==> src/rtl/bitmap_alloc_256_pkg.sv <==
// Shared constants and state encoding for the 256-entry bitmap allocator.
package bitmap_alloc_256_pkg;
  localparam int DEPTH = 256;
  localparam int AW    = 8;
  localparam int CW    = 9;

  typedef enum logic [1:0] {
    ST_INIT = 2'd0,
    ST_IDLE = 2'd1,
    ST_SCAN = 2'd2
  } state_e;
endpackage

==> src/rtl/bitmap_alloc_256_ram.sv <==
// Behavioural RAM256X1D: one write/read port (A/SPO), one async read port (DPRA/DPO).
// Power-up contents are not relied on; the controller clears every entry after reset.
module bitmap_alloc_256_ram
  import bitmap_alloc_256_pkg::*;
#(
  parameter bit IS_WCLK_INVERTED = 1'b0
) (
  input  logic          WCLK,
  input  logic          WE,
  input  logic          D,
  input  logic [AW-1:0] A,
  input  logic [AW-1:0] DPRA,
  output logic          SPO,
  output logic          DPO
);
  logic             wclk_i;
  logic [DEPTH-1:0] mem_q;
  logic [DEPTH-1:0] mem_d;

  assign wclk_i = WCLK ^ IS_WCLK_INVERTED;

  always_comb begin
    mem_d = mem_q;
    if (WE) mem_d[A] = D;
  end

  always_ff @(posedge wclk_i) mem_q <= mem_d;

  assign SPO = mem_q[A];
  assign DPO = mem_q[DPRA];
endmodule

==> src/rtl/bitmap_alloc_256.sv <==
// Bitmap allocation controller: post-reset clear sweep, next-fit allocate, checked free.
module bitmap_alloc_256
  import bitmap_alloc_256_pkg::*;
#(
  parameter bit NEXT_FIT = 1'b1
) (
  input  logic          CLK,
  input  logic          RST,
  input  logic          ALLOC_REQ,
  output logic          ALLOC_ACK,
  output logic          ALLOC_FAIL,
  output logic [AW-1:0] ALLOC_IDX,
  input  logic          FREE_REQ,
  input  logic [AW-1:0] FREE_IDX,
  output logic          FREE_ACK,
  output logic          FREE_ERR,
  input  logic [AW-1:0] QUERY_IDX,
  output logic          QUERY_BIT,
  output logic [CW-1:0] FREE_CNT,
  output logic          INIT_DONE,
  output logic          BUSY
);
  state_e        state_q, state_d;
  logic [AW-1:0] ptr_q, ptr_d;
  logic [AW-1:0] hint_q, hint_d;
  logic [AW-1:0] idx_q, idx_d;
  logic [CW-1:0] cnt_q, cnt_d;
  logic          alloc_ack_q, alloc_ack_d;
  logic          alloc_fail_q, alloc_fail_d;
  logic          free_ack_q, free_ack_d;
  logic          free_err_q, free_err_d;
  logic          init_done_q, init_done_d;

  logic          idle_accept, take_free, take_alloc;
  logic          ram_we, ram_d, ram_spo;
  logic [AW-1:0] ram_a;

  // A request still high during its own ACK cycle must not be taken again.
  assign idle_accept = (state_q == ST_IDLE) && !alloc_ack_q && !free_ack_q;
  assign take_free   = idle_accept && FREE_REQ;
  assign take_alloc  = idle_accept && !FREE_REQ && ALLOC_REQ;
  assign ram_a       = take_free ? FREE_IDX : ptr_q;

  bitmap_alloc_256_ram #(.IS_WCLK_INVERTED(1'b0)) u_ram (
    .WCLK (CLK),
    .WE   (ram_we),
    .D    (ram_d),
    .A    (ram_a),
    .DPRA (QUERY_IDX),
    .SPO  (ram_spo),
    .DPO  (QUERY_BIT)
  );

  always_ff @(posedge CLK) begin
    if (RST) state_q <= ST_INIT;
    else     state_q <= state_d;
  end

  always_comb begin
    state_d = state_q;
    unique case (state_q)
      ST_INIT: if (ptr_q == {AW{1'b1}}) state_d = ST_IDLE;
      ST_IDLE: if (take_alloc && cnt_q != '0) state_d = ST_SCAN;
      ST_SCAN: if (!ram_spo) state_d = ST_IDLE;
      default: state_d = ST_INIT;
    endcase
  end

  always_comb begin
    ptr_d        = ptr_q;
    hint_d       = hint_q;
    idx_d        = idx_q;
    cnt_d        = cnt_q;
    init_done_d  = init_done_q;
    alloc_ack_d  = 1'b0;
    alloc_fail_d = 1'b0;
    free_ack_d   = 1'b0;
    free_err_d   = 1'b0;
    ram_we       = 1'b0;
    ram_d        = 1'b0;
    unique case (state_q)
      ST_INIT: begin
        ram_we = 1'b1;
        ptr_d  = ptr_q + 1'b1;
        if (ptr_q == {AW{1'b1}}) init_done_d = 1'b1;
      end
      ST_IDLE: begin
        if (take_free) begin
          free_ack_d = 1'b1;
          // Only a real 1->0 flip touches the RAM and the count.
          if (ram_spo) begin
            ram_we = 1'b1;
            cnt_d  = cnt_q + 1'b1;
          end else begin
            free_err_d = 1'b1;
          end
        end else if (take_alloc) begin
          if (cnt_q == '0) begin
            alloc_ack_d  = 1'b1;
            alloc_fail_d = 1'b1;
          end else begin
            ptr_d = NEXT_FIT ? hint_q : '0;
          end
        end
      end
      ST_SCAN: begin
        if (!ram_spo) begin
          ram_we      = 1'b1;
          ram_d       = 1'b1;
          cnt_d       = cnt_q - 1'b1;
          idx_d       = ptr_q;
          hint_d      = ptr_q + 1'b1;
          alloc_ack_d = 1'b1;
        end else begin
          ptr_d = ptr_q + 1'b1;
        end
      end
      default: ;
    endcase
  end

  always_ff @(posedge CLK) begin
    if (RST) begin
      ptr_q        <= '0;
      hint_q       <= '0;
      idx_q        <= '0;
      cnt_q        <= CW'(DEPTH);
      init_done_q  <= 1'b0;
      alloc_ack_q  <= 1'b0;
      alloc_fail_q <= 1'b0;
      free_ack_q   <= 1'b0;
      free_err_q   <= 1'b0;
    end else begin
      ptr_q        <= ptr_d;
      hint_q       <= hint_d;
      idx_q        <= idx_d;
      cnt_q        <= cnt_d;
      init_done_q  <= init_done_d;
      alloc_ack_q  <= alloc_ack_d;
      alloc_fail_q <= alloc_fail_d;
      free_ack_q   <= free_ack_d;
      free_err_q   <= free_err_d;
    end
  end

  assign ALLOC_ACK  = alloc_ack_q;
  assign ALLOC_FAIL = alloc_fail_q;
  assign ALLOC_IDX  = idx_q;
  assign FREE_ACK   = free_ack_q;
  assign FREE_ERR   = free_err_q;
  assign FREE_CNT   = cnt_q;
  assign INIT_DONE  = init_done_q;
  assign BUSY       = (state_q != ST_IDLE);
endmodule

==> config.mk <==
export PLATFORM = sky130hd
export DESIGN_NAME = bitmap_alloc_256
export DESIGN_NICKNAME = d
export VERILOG_FILES = /design/src/rtl/bitmap_alloc_256_pkg.sv /design/src/rtl/bitmap_alloc_256_ram.sv /design/src/rtl/bitmap_alloc_256.sv
export SDC_FILE = /design/constraint.sdc
export NUM_CORES = 1
export LEC_CHECK = 0
export CELL_PAD_IN_SITES_DETAIL_PLACEMENT = 1
export CELL_PAD_IN_SITES_GLOBAL_PLACEMENT = 2
export CORE_ASPECT_RATIO = 0.75
export CORE_MARGIN = 1
export CORE_UTILIZATION = 40
export DETAILED_ROUTE_END_ITERATION = 10
export PLACE_DENSITY_LB_ADDON = 0.15
export SYNTH_ARGS = -nofsm -noshare
export SYNTH_HDL_FRONTEND = slang
export SYNTH_SLANG_ARGS = --single-unit
==> constraint.sdc <==
create_clock -name CLK -period 18 [get_ports CLK]
set_input_delay 1.8 -clock CLK [delete_from_list [all_inputs] [get_ports CLK]]
set_output_delay 1.8 -clock CLK [all_outputs]
set_load 0.03 [all_outputs]
# After elaboration in Yosys (flattened, before gate mapping)
# Cells that the tools add are included.
[op_classes] n_bitwise=3 muxes=31 order_cmp=3 n_eq_ne=13 n_reduce_logical=22 add_sub_neg=3
[ops] cell="256-bit bitwise mux" count=1
[ops] cell="8-bit 2-to-1 mux" count=5
[ops] cell="9-bit 2-to-1 mux" count=3
[ops] cell="8-bit one-hot mux with 3 select lines" count=1
[ops] cell="8-bit by 9-bit less-than comparator with 1-bit output (second input constant)" count=2
[ops] cell="9-bit one-hot mux with 2 select lines" count=1
[ops] cell="1-bit binary-select mux with 8-bit select" count=2
[ops] cell="2-bit != test (second input constant)" count=8
[ops] cell="1-bit 2-to-1 mux" count=11
[ops] cell="9-bit by 1-bit adder with 9-bit output (second input constant)" count=1
[ops] cell="9-bit logical NOT" count=1
[ops] cell="9-bit nonzero test" count=1
[ops] cell="9-bit by 1-bit subtractor with 9-bit output (second input constant)" count=1
[ops] cell="8-bit by 1-bit adder with 8-bit output (second input constant)" count=1
[ops] cell="1-bit demux with 8-bit select" count=1
[ops] cell="8-bit == test (second input constant)" count=1
[ops] cell="8-bit by 1-bit >= comparator with 1-bit output (second input constant)" count=1
[ops] cell="1-bit logical AND" count=7
[ops] cell="2-bit 2-to-1 mux" count=3
[ops] cell="2-bit one-hot mux with 3 select lines" count=1
[ops] cell="5-bit AND reduction" count=1
[ops] cell="2-bit by 1-bit != test with 1-bit output (second input constant)" count=2
[ops] cell="2-bit AND reduction" count=2
[ops] cell="4-bit AND reduction" count=1
[ops] cell="other kinds (12)" count=16
[totals] output_inout_bits=24 wordCells=86 register_bits=296

# Logic depth before layout (Yosys ltp)
# Gate-level depths: netlist (run 1).
[depth] word_depth=10 ltp_mapped=19

# By module
# From an unflattened synthesis (run 1), not the netlist that was laid out.
[hier_totals] hier_cells=1269 hier_area_um2=15660.0
[by_module_without_submodules] module="bitmap_alloc_256_ram" n_inst=1 seq_area_each_um2=7687.4 area_each_um2=13390.3 cells_each=993
[by_module_without_submodules] module="bitmap_alloc_256" n_inst=1 seq_area_each_um2=800.8 area_each_um2=2269.7 cells_each=276

# Worst setup path after synthesis (run 1)
# Ideal clock, no wire load.
[synth_path] path_kind="in2reg" startpoint="input port FREE_REQ" endpoint="register u_ram.mem_q[0], data pin" setup_ns=1.049 arrival_time_ns=7.853 setup_slack_ns=9.098 path_buffers=4 cell_stages=13 t_required_ns=16.951 cell_sequence="and4bb_1 -> buf_6 -> mux2_4 -> buf_6 -> nor2_1 -> buf_2 -> a32oi_1 -> a211oi_1 -> nor4_2 -> nand4_1 -> o31ai_2 -> inv_2 -> clkbuf_1"
[synth_between] elab_chain_cells=7
[synth_rtl] element="start: declaration" line="bitmap_alloc_256.sv:13" text="input logic FREE_REQ,"
[synth_rtl] element="1-bit logical AND" line="bitmap_alloc_256.sv:40" text="assign take_free = idle_accept && FREE_REQ;"
[synth_rtl] element="8-bit 2-to-1 mux" line="bitmap_alloc_256.sv:42" text="assign ram_a = take_free ? FREE_IDX : ptr_q;"
[synth_rtl] element="1-bit binary-select mux with 8-bit select" line="bitmap_alloc_256_ram.sv:29" text="assign SPO = mem_q[A];"
[synth_rtl] element="1-bit 2-to-1 mux (implied by the code)" line="bitmap_alloc_256_ram.sv:29"
[synth_rtl] element="1-bit 2-to-1 mux" line="bitmap_alloc_256.sv:107" text="if (!ram_spo) begin"
[synth_rtl] element="1-bit 2-to-1 mux" line="bitmap_alloc_256.sv:81" text="unique case (state_q)"
[synth_rtl] element="net ram_d" line="bitmap_alloc_256.sv:35" text="logic ram_we, ram_d, ram_spo;"
[synth_rtl] element="256-bit bitwise mux" line="bitmap_alloc_256_ram.sv:24" text="if (WE) mem_d[A] = D;"
[synth_rtl] element="end signal: assignment" line="bitmap_alloc_256_ram.sv:27" text="always_ff @(posedge wclk_i) mem_q <= mem_d;"
[synth_rtl] element="end: declaration" line="bitmap_alloc_256_ram.sv:17" text="logic [DEPTH-1:0] mem_q;"
# The timed path passes the listed nets, and every way through them passes these cells. The select of a mux whose other input is x is not followed.
# A chain may end at the register's enable or synchronous reset.

# Worst setup path in the final report (run 1)
[layout_path] startpoint="input port FREE_IDX[0]" endpoint="register u_ram.mem_q[96], enable pin"
[layout_between] elab_chain_cells=6
[layout_rtl] element="start: declaration" line="bitmap_alloc_256.sv:14" text="input logic [AW-1:0] FREE_IDX,"
[layout_rtl] element="8-bit 2-to-1 mux (*)" line="bitmap_alloc_256.sv:42"
[layout_rtl] element="1-bit binary-select mux with 8-bit select (*)" line="bitmap_alloc_256_ram.sv:29"
[layout_rtl] element="1-bit 2-to-1 mux (implied by the code) (*)" line="bitmap_alloc_256_ram.sv:29"
[layout_rtl] element="1-bit 2-to-1 mux" line="bitmap_alloc_256.sv:91" text="if (ram_spo) begin"
[layout_rtl] element="1-bit 2-to-1 mux" line="bitmap_alloc_256.sv:88" text="if (take_free) begin"
[layout_rtl] element="1-bit one-hot mux with 3 select lines (*)" line="bitmap_alloc_256.sv:81"
# Mark *: on every way between the ends. The rest lies on a longest branch, timed or not. The select of a mux whose other input is x is not followed.

==> qor.yml, run 1 <==
status:
  status: "finished clean"
flow_run:
  timing.max_cap.violations: 0
die:
  die_width_um: 240
  fp-row-count: 64
  fp.dieArea_um2: 43200
  initial_utilization: 0.411
  die_height_um: 180
  pin_count: 44
  core-area_um2: 41200
critical_path:
  timing.critical_path.required_ps: 18240
  critical_path.max_fanout: 93
  worstSetupPathType: "primary input to flip-flop"
  worst_ep_arrival_time_ps: 9220
  worstRegToRegCells: 18
  critical_path.reg2reg.startpoint: "state_q[1]$_SDFFE_PP0P_"
  startpoint_type_of_the_worst_setup_path: "primary input"
  timing.rr.end: "u_ram.mem_q[96]$_DFFE_PP_"
  flop2flop_setup_slack_ps: 9760
  worst_setup_path_end_kind: "flip-flop"
sta:
  holdWs_ps: 458
  finalClockSkew_ps: 15.4
  maxSlewHeadroom: 0.159
  setup_tns_ps: 0
  report.final.slew_viol_count: 0
  final-hold-violation-count: 0
  setup_repair_after_global_routing_missed_its_margin: "false"
  postLayoutSetupSlackWorst_ps: 9030
  worst-slew-pin-transition_ps: 1260
  finalSetupViolCount: 0
  max_clock_freq_mhz: 111
  final_min_period_over_clock_period: 0.498
  final.min_clock_period_ps: 8970
logic_synthesis:
  postSynthRegisterBits: 296
  syn_avg_cell_area_um2: 11.5
  postSynth.asyncResetShare: 0
  mappedNetlistNets: 1508
  yosys-top-cells-area: "edfxtp_1, mux4_2, nor3_1"
  synth_top_cell_by_area: "edfxtp_1"
  yosysSeqAreaShare: 0.501
  ys_types: 70
  synthMostInstantiatedCell: "nor3_1"
  syn-cell-area_um2: 16900
  synthCells: 1474
  netlist_top_cells_count: "nor3_1, edfxtp_1, nand2_1, mux4_2, clkbuf_1"
  yosysWarningCount: 0
  ys.flop_type: "edfxtp_1"
  synth_top_cell_area_share: 0.454
  synth-edff-count: 256
place:
  place_congestion: 0.879
  hpwl_um: 39900
  io_buffer_count: 43
  post-place-ws_ps: 8710
min_path:
  worst_min_path_class: "flip-flop to flip-flop"
  whs_path_depth: 2
  hold_path_end: "ALLOC_IDX[7]$_SDFFE_PP0P_"
  timing.hold.worst.start: "ALLOC_IDX[7]$_SDFFE_PP0P_"
global_routing:
  grt_pass1_vias: 13200
  wire_length_of_the_first_global_routing_pass_um: 92300
  antenna_found_initial: 3
  grt.overflow.total: 0
  groute.usage.overall: 0.293
  grt_start_max_net_pins: 117
final_layout:
  layout_cell_share_with_drive_strength_beyond_1: 0.149
  final_net_count: 1480
  layout.filler_cells: 4308
  syn2layout_area_growth_pct: 11.4
cts:
  cts.clk_slew.worst_paths_ps: 60
  clock_latency_late_sink_ps: 540
  buffers_inserted_during_post_cts_setup_optimization: 0
  tritoncts: "yes"
  cts_made_buffers: 35
  cts_hold_buffers: 0
  cts_sink_count: 296
  htreeDepth: 2
  cts.root.buffer_cell: "clkbuf_16"
  cts_resized: 0
  ctsLongestPathBuffers: 3
detailed_routing:
  routedWlPerCell_um: 30.9
  routed_via_density: 6.53
  postRouteAntennaNets: 0
  totalWireLength_um: 62800
  met3_length_um: 5180
  drtPass1Iterations: 5
  wirelength_met1_um: 29000
  via_count: 13300
  top_signal_layer_used: "met4"
  drtIter0Drc: 1470
  residual_drc: 0
  route.met2.wl_um: 27200
power:
  static-leakage-power_nw: 5.69
  peakVddDrop_v: 0.0000728
  power_density_nw_per_um2: 118
==> critical path, stage by stage <==
cell             delay [ps]
clkdlybuf4s50_1         460
buf_4                   290
nor2b_2                 200
buf_4                   340
a22o_4                  560
buf_4                   770
nor2_1                  310
a32oi_1                 290
a211oi_1                220
nor4_2                  470
nand4_1                 340
o31ai_4                 320
buf_4                   310
inv_6                   210
a211oi_4                250
buf_4                   660
buf_4                   960
nor3_1                  190
==> layer usage <==
| metal | GRT usage | vias up |
|---|---|---|
| li1 | - | 5707 |
| met2 | 0.424 | 554 |
| met3 | 0.0607 | 83 |
| met5 | 0 | - |
| met4 | 0.0741 | 0 |
| met1 | 0.444 | 6909 |
==> logic make-up after synthesis <==
kind of cell | count (synthesis) | share of synthesized area
buffers and inverters | 193 | 0.0514
AOI/OAI and AO/OA | 248 | 0.107
xor gates and xnor gates | 10 | 0.00517
muxes | 164 | 0.171
adders and majority gates | 14 | 0.0108
and+or+nand+nor | 549 | 0.154
DFF | 296 | 0.501
==> where the power goes <==
group | internal, mW | switching, mW | leakage [nW]
Sequential | 0.749 | 0.0117 | 2.53
Combinational | 0.192 | 0.522 | 2.62
Clock | 0.446 | 0.296 | 0.551
==> registers in the layout (all words and copies together) (netlist names) <==
| signal | flops |
|---|---|
| FREE_ACK | 1 |
| ALLOC_FAIL | 1 |
| ALLOC_IDX | 8 |
| INIT_DONE | 1 |
| state_q | 2 |
| FREE_ERR | 1 |
| ptr_q | 8 |
| ALLOC_ACK | 1 |
| u_ram.mem_q | 256 |
| hint_q | 8 |
| FREE_CNT | 9 |
==> area by class of cell <==
| cell class | instances | area (um2) | share of cell area |
|---|---|---|---|
| inverter | 44 | 170 | 0.00902 |
| timing repair buffer | 84 | 733 | 0.0389 |
| antenna | 1 | 2.50 | 0.000133 |
| clock inverter | 14 | 198 | 0.0105 |
| clock buffer | 45 | 956 | 0.0507 |
| sequential | 296 | 8490 | 0.450 |
| multi-input combinational | 985 | 7610 | 0.403 |
| tap | 561 | 702 | 0.0372 |
==> per-stage QoR <==
stage | utilization | total power, mW | instances | area [um2]
after floorplan | - | 1.22 | 1474 | 16900
after global placement | 0.429 | 1.47 | 1970 | 17700
after detailed placement | 0.429 | 1.47 | 1970 | 17700
after CTS | 0.457 | 2.21 | 2029 | 18900
after global routing | 0.457 | 2.28 | 2029 | 18900
final | 0.457 | 2.22 | 2030 | 18900
==> worst max path at each step <==
stage / startpoint / end / slack [ps]
2_1_floorplan: FREE_REQ / u_ram.mem_q[0]$_DFFE_PP_ / 9100
4_1_cts: FREE_IDX[0] / u_ram.mem_q[96]$_DFFE_PP_ / 9260
3_5_place_dp: FREE_IDX[0] / u_ram.mem_q[80]$_DFFE_PP_ / 8710
6_report: FREE_IDX[0] / u_ram.mem_q[96]$_DFFE_PP_ / 9030
3_3_place_gp: FREE_IDX[0] / u_ram.mem_q[112]$_DFFE_PP_ / 8890
5_1_grt: FREE_IDX[0] / u_ram.mem_q[220]$_DFFE_PP_ / 8760
==> layout by cell type (no fill, tap or decap), types with 13 or more instances in the layout <==
cell and instances:
clkdlybuf4s50_1 41, inv_1 41, buf_4 43, a21oi_1 55, a221oi_1 31, ha_1 13, dfxtp_1 39, a211oi_1 38
o21ai_0 22, nand3_1 22, nor2_1 50, edfxtp_1 256, nor3_1 271, clkbuf_16 37, mux4_2 94, a22o_1 14
nand2_1 148, mux2i_1 54
(Power assumes the default switching activity.)
==> run 2: changes to the inputs <==
==> constraint.sdc (replaced) <==
create_clock -name CLK -period 9.4 [get_ports CLK]
set_input_delay 0.94 -clock CLK [delete_from_list [all_inputs] [get_ports CLK]]
set_output_delay 0.94 -clock CLK [all_outputs]
set_load 0.03 [all_outputs]
==> qor.yml, run 2 (synthesis results as in run 1) <==
status:
  status: "finished clean"
sta:
  final-hold-violation-count: 0  # unchanged
  final_min_period_over_clock_period: 0.717
  holdWs_ps: 454  # -3.87 ps
  finalSetupViolCount: 0  # unchanged
  final.min_clock_period_ps: 6740
  report.final.slew_viol_count: 0  # unchanged
  finalClockSkew_ps: 22.7  # +7.28 ps
  setup_tns_ps: 0  # unchanged
  max_clock_freq_mhz: 148
  maxSlewHeadroom: 0.132  # -0.0276
  worst-slew-pin-transition_ps: 1290  # +27.6 ps
  postLayoutSetupSlackWorst_ps: 2660  # -6360 ps
  setup_repair_after_global_routing_missed_its_margin: "false"
power:
  peakVddDrop_v: 0.000137  # +89%
  post-layout-total-power_mw: 4.15  # +87%
  static-leakage-power_nw: 5.71  # +0.36%
  power_density_nw_per_um2: 221  # +88%
cts:
  htreeDepth: 2  # unchanged
  buffers_inserted_during_post_cts_setup_optimization: 0  # unchanged
  cts.clk_slew.worst_paths_ps: 70  # about the same
  cts.root.buffer_cell: "clkbuf_16"
  ctsLongestPathBuffers: 3  # unchanged
  cts_made_buffers: 34  # -2.9%
  cts_sink_count: 296  # unchanged
  cts_hold_buffers: 0  # unchanged
  clock_latency_late_sink_ps: 540  # about the same
  tritoncts: "yes"
  cts_resized: 0  # unchanged
detailed_routing:
  residual_drc: 0  # unchanged
  drtPass1Iterations: 5  # unchanged
  postRouteAntennaNets: 0  # unchanged
  routed_via_density: 6.52  # -0.11%
  drtIter0Drc: 1420  # -3.4%
  totalWireLength_um: 62800  # about the same
  routedWlPerCell_um: 30.9  # -0.18%
  via_count: 13300  # +0.083%
final_layout:
  final_cell_mix: "nor3_1, edfxtp_1, nand2_1, mux4_2, a21oi_1"
  syn2layout_area_growth_pct: 11.1
  layout_commonest_cell: "nor3_1"
  seqCellArea_um2: 8490  # unchanged
  layout.filler_cells: 4318  # +0.23%
  largest_register_ff_count: 256  # unchanged
  layout_cell_share_with_drive_strength_beyond_1: 0.149  # +0.000175
  total_inserted_antenna_cells: 0  # -1
  multi_input_area_um2: 7600  # -0.12%
  largest-register: "u_ram.mem_q"
  final_core_utilization: 0.456  # -0.000850
  fin_cells: 2034  # +0.20%
  final_net_count: 1482  # +0.14%
  postLayoutCellArea_um2: 18800  # -0.19%
place:
  placed_cells: 1973  # +0.15%
  io_buffer_count: 43  # unchanged
  hpwl_um: 40700  # +1.9%
  place_congestion: 0.889  # +1.2%
  place_area_um2: 17700  # +0.22%
  post-place-ws_ps: 2370  # -6330 ps
min_path:
  worst_min_path_class: "flip-flop to flip-flop"
critical_path:
  worstSetupPathType: "flip-flop to flip-flop"
  flop2flop_setup_slack_ps: 2660  # -7100 ps
  startpoint_type_of_the_worst_setup_path: "flip-flop"
  critical_path.max_fanout: 77  # -17%
  timing.rr.end: "u_ram.mem_q[157]$_DFFE_PP_"
  crit_path_end: "u_ram.mem_q[157]$_DFFE_PP_"
  worst_ep_arrival_time_ps: 6990  # -2230 ps
  worstRegToRegCells: 15  # -3
  worst_setup_path_end_kind: "flip-flop"
  critical_path.reg2reg.startpoint: "state_q[1]$_SDFFE_PP0P_"
  timing.critical_path.from: "state_q[1]$_SDFFE_PP0P_"
  timing.critical_path.required_ps: 9650  # -8590 ps
global_routing:
  wire_length_of_the_first_global_routing_pass_um: 93200  # +0.91%
  grt_start_max_net_pins: 130  # +11%
  grt_pass1_vias: 13400  # +1.3%
  groute.usage.overall: 0.295  # +0.00227
  grt.overflow.total: 0  # unchanged
  antenna_found_initial: 0  # -3
flow_run:
  timing.max_cap.violations: 0  # unchanged
die:
  core-area_um2: 41200  # unchanged
  initial_utilization: 0.411  # unchanged
  pin_count: 44  # unchanged
  fp-row-count: 64  # unchanged
  die_height_um: 180  # unchanged
  die_width_um: 240  # unchanged
  fp.dieArea_um2: 43200  # unchanged
## run 2: cell types whose count changed in the layout (fill, tap and decap cells not counted), moves of 2 or more
cell	before	now
bufinv_16	5	1
buf_12	0	2
inv_6	1	3
clkinv_1	6	9
clkbuf_8	0	2
clkinvlp_4	3	1
## run 2: layer usage
layer / wire, um / track usage
met4: 1430 / 0.0731
met3: 4660 / 0.0414
met2: 28000 / 0.449
met1: 28800 / 0.442
met5: 0 / 0
## run 2: layout make-up
type,instances,area share
clock buffer,48,0.0524
timing repair buffer,87,0.0415
inverter,44,0.00904
sequential,296,0.451
multi-input combinational,985,0.404
clock inverter,13,0.00505
tap,561,0.0373
## run 2: critical path, cell delays in order (launching register included)
cell and delay, ps:
dfxtp_1 340, inv_1 110, ha_1 660, nand4bb_2 760, mux2i_2 940, buf_4 350
a211oi_1 90, o41ai_1 720, a41oi_1 240, inv_1 130, nand4_1 200, o31ai_4 390
inv_6 230, a211oi_4 380, buf_4 640, nor3_1 160
## run 2: worst min path at each step
| stage | startpoint | endpoint | slack [ps] | cells past startpoint |
|---|---|---|---|---|
| 2_1_floorplan | hint_q[1]$_SDFFE_PP0P_ | hint_q[1]$_SDFFE_PP0P_ | 440 | 2 |
| 3_3_place_gp | ALLOC_IDX[7]$_SDFFE_PP0P_ | ALLOC_IDX[7]$_SDFFE_PP0P_ | 440 | 2 |
| 3_5_place_dp | ALLOC_IDX[4]$_SDFFE_PP0P_ | ALLOC_IDX[4]$_SDFFE_PP0P_ | 450 | 2 |
| 4_1_cts | ALLOC_IDX[4]$_SDFFE_PP0P_ | ALLOC_IDX[4]$_SDFFE_PP0P_ | 460 | 2 |
| 5_1_grt | ALLOC_IDX[1]$_SDFFE_PP0P_ | ALLOC_IDX[1]$_SDFFE_PP0P_ | 470 | 2 |
| 6_report | ALLOC_IDX[4]$_SDFFE_PP0P_ | ALLOC_IDX[4]$_SDFFE_PP0P_ | 450 | 2 |
## run 2: power breakdown
group          internal (mW)  switching, mW
clock network          0.763          0.567
registers               1.43         0.0272
logic                  0.379          0.982
total                   2.58           1.58
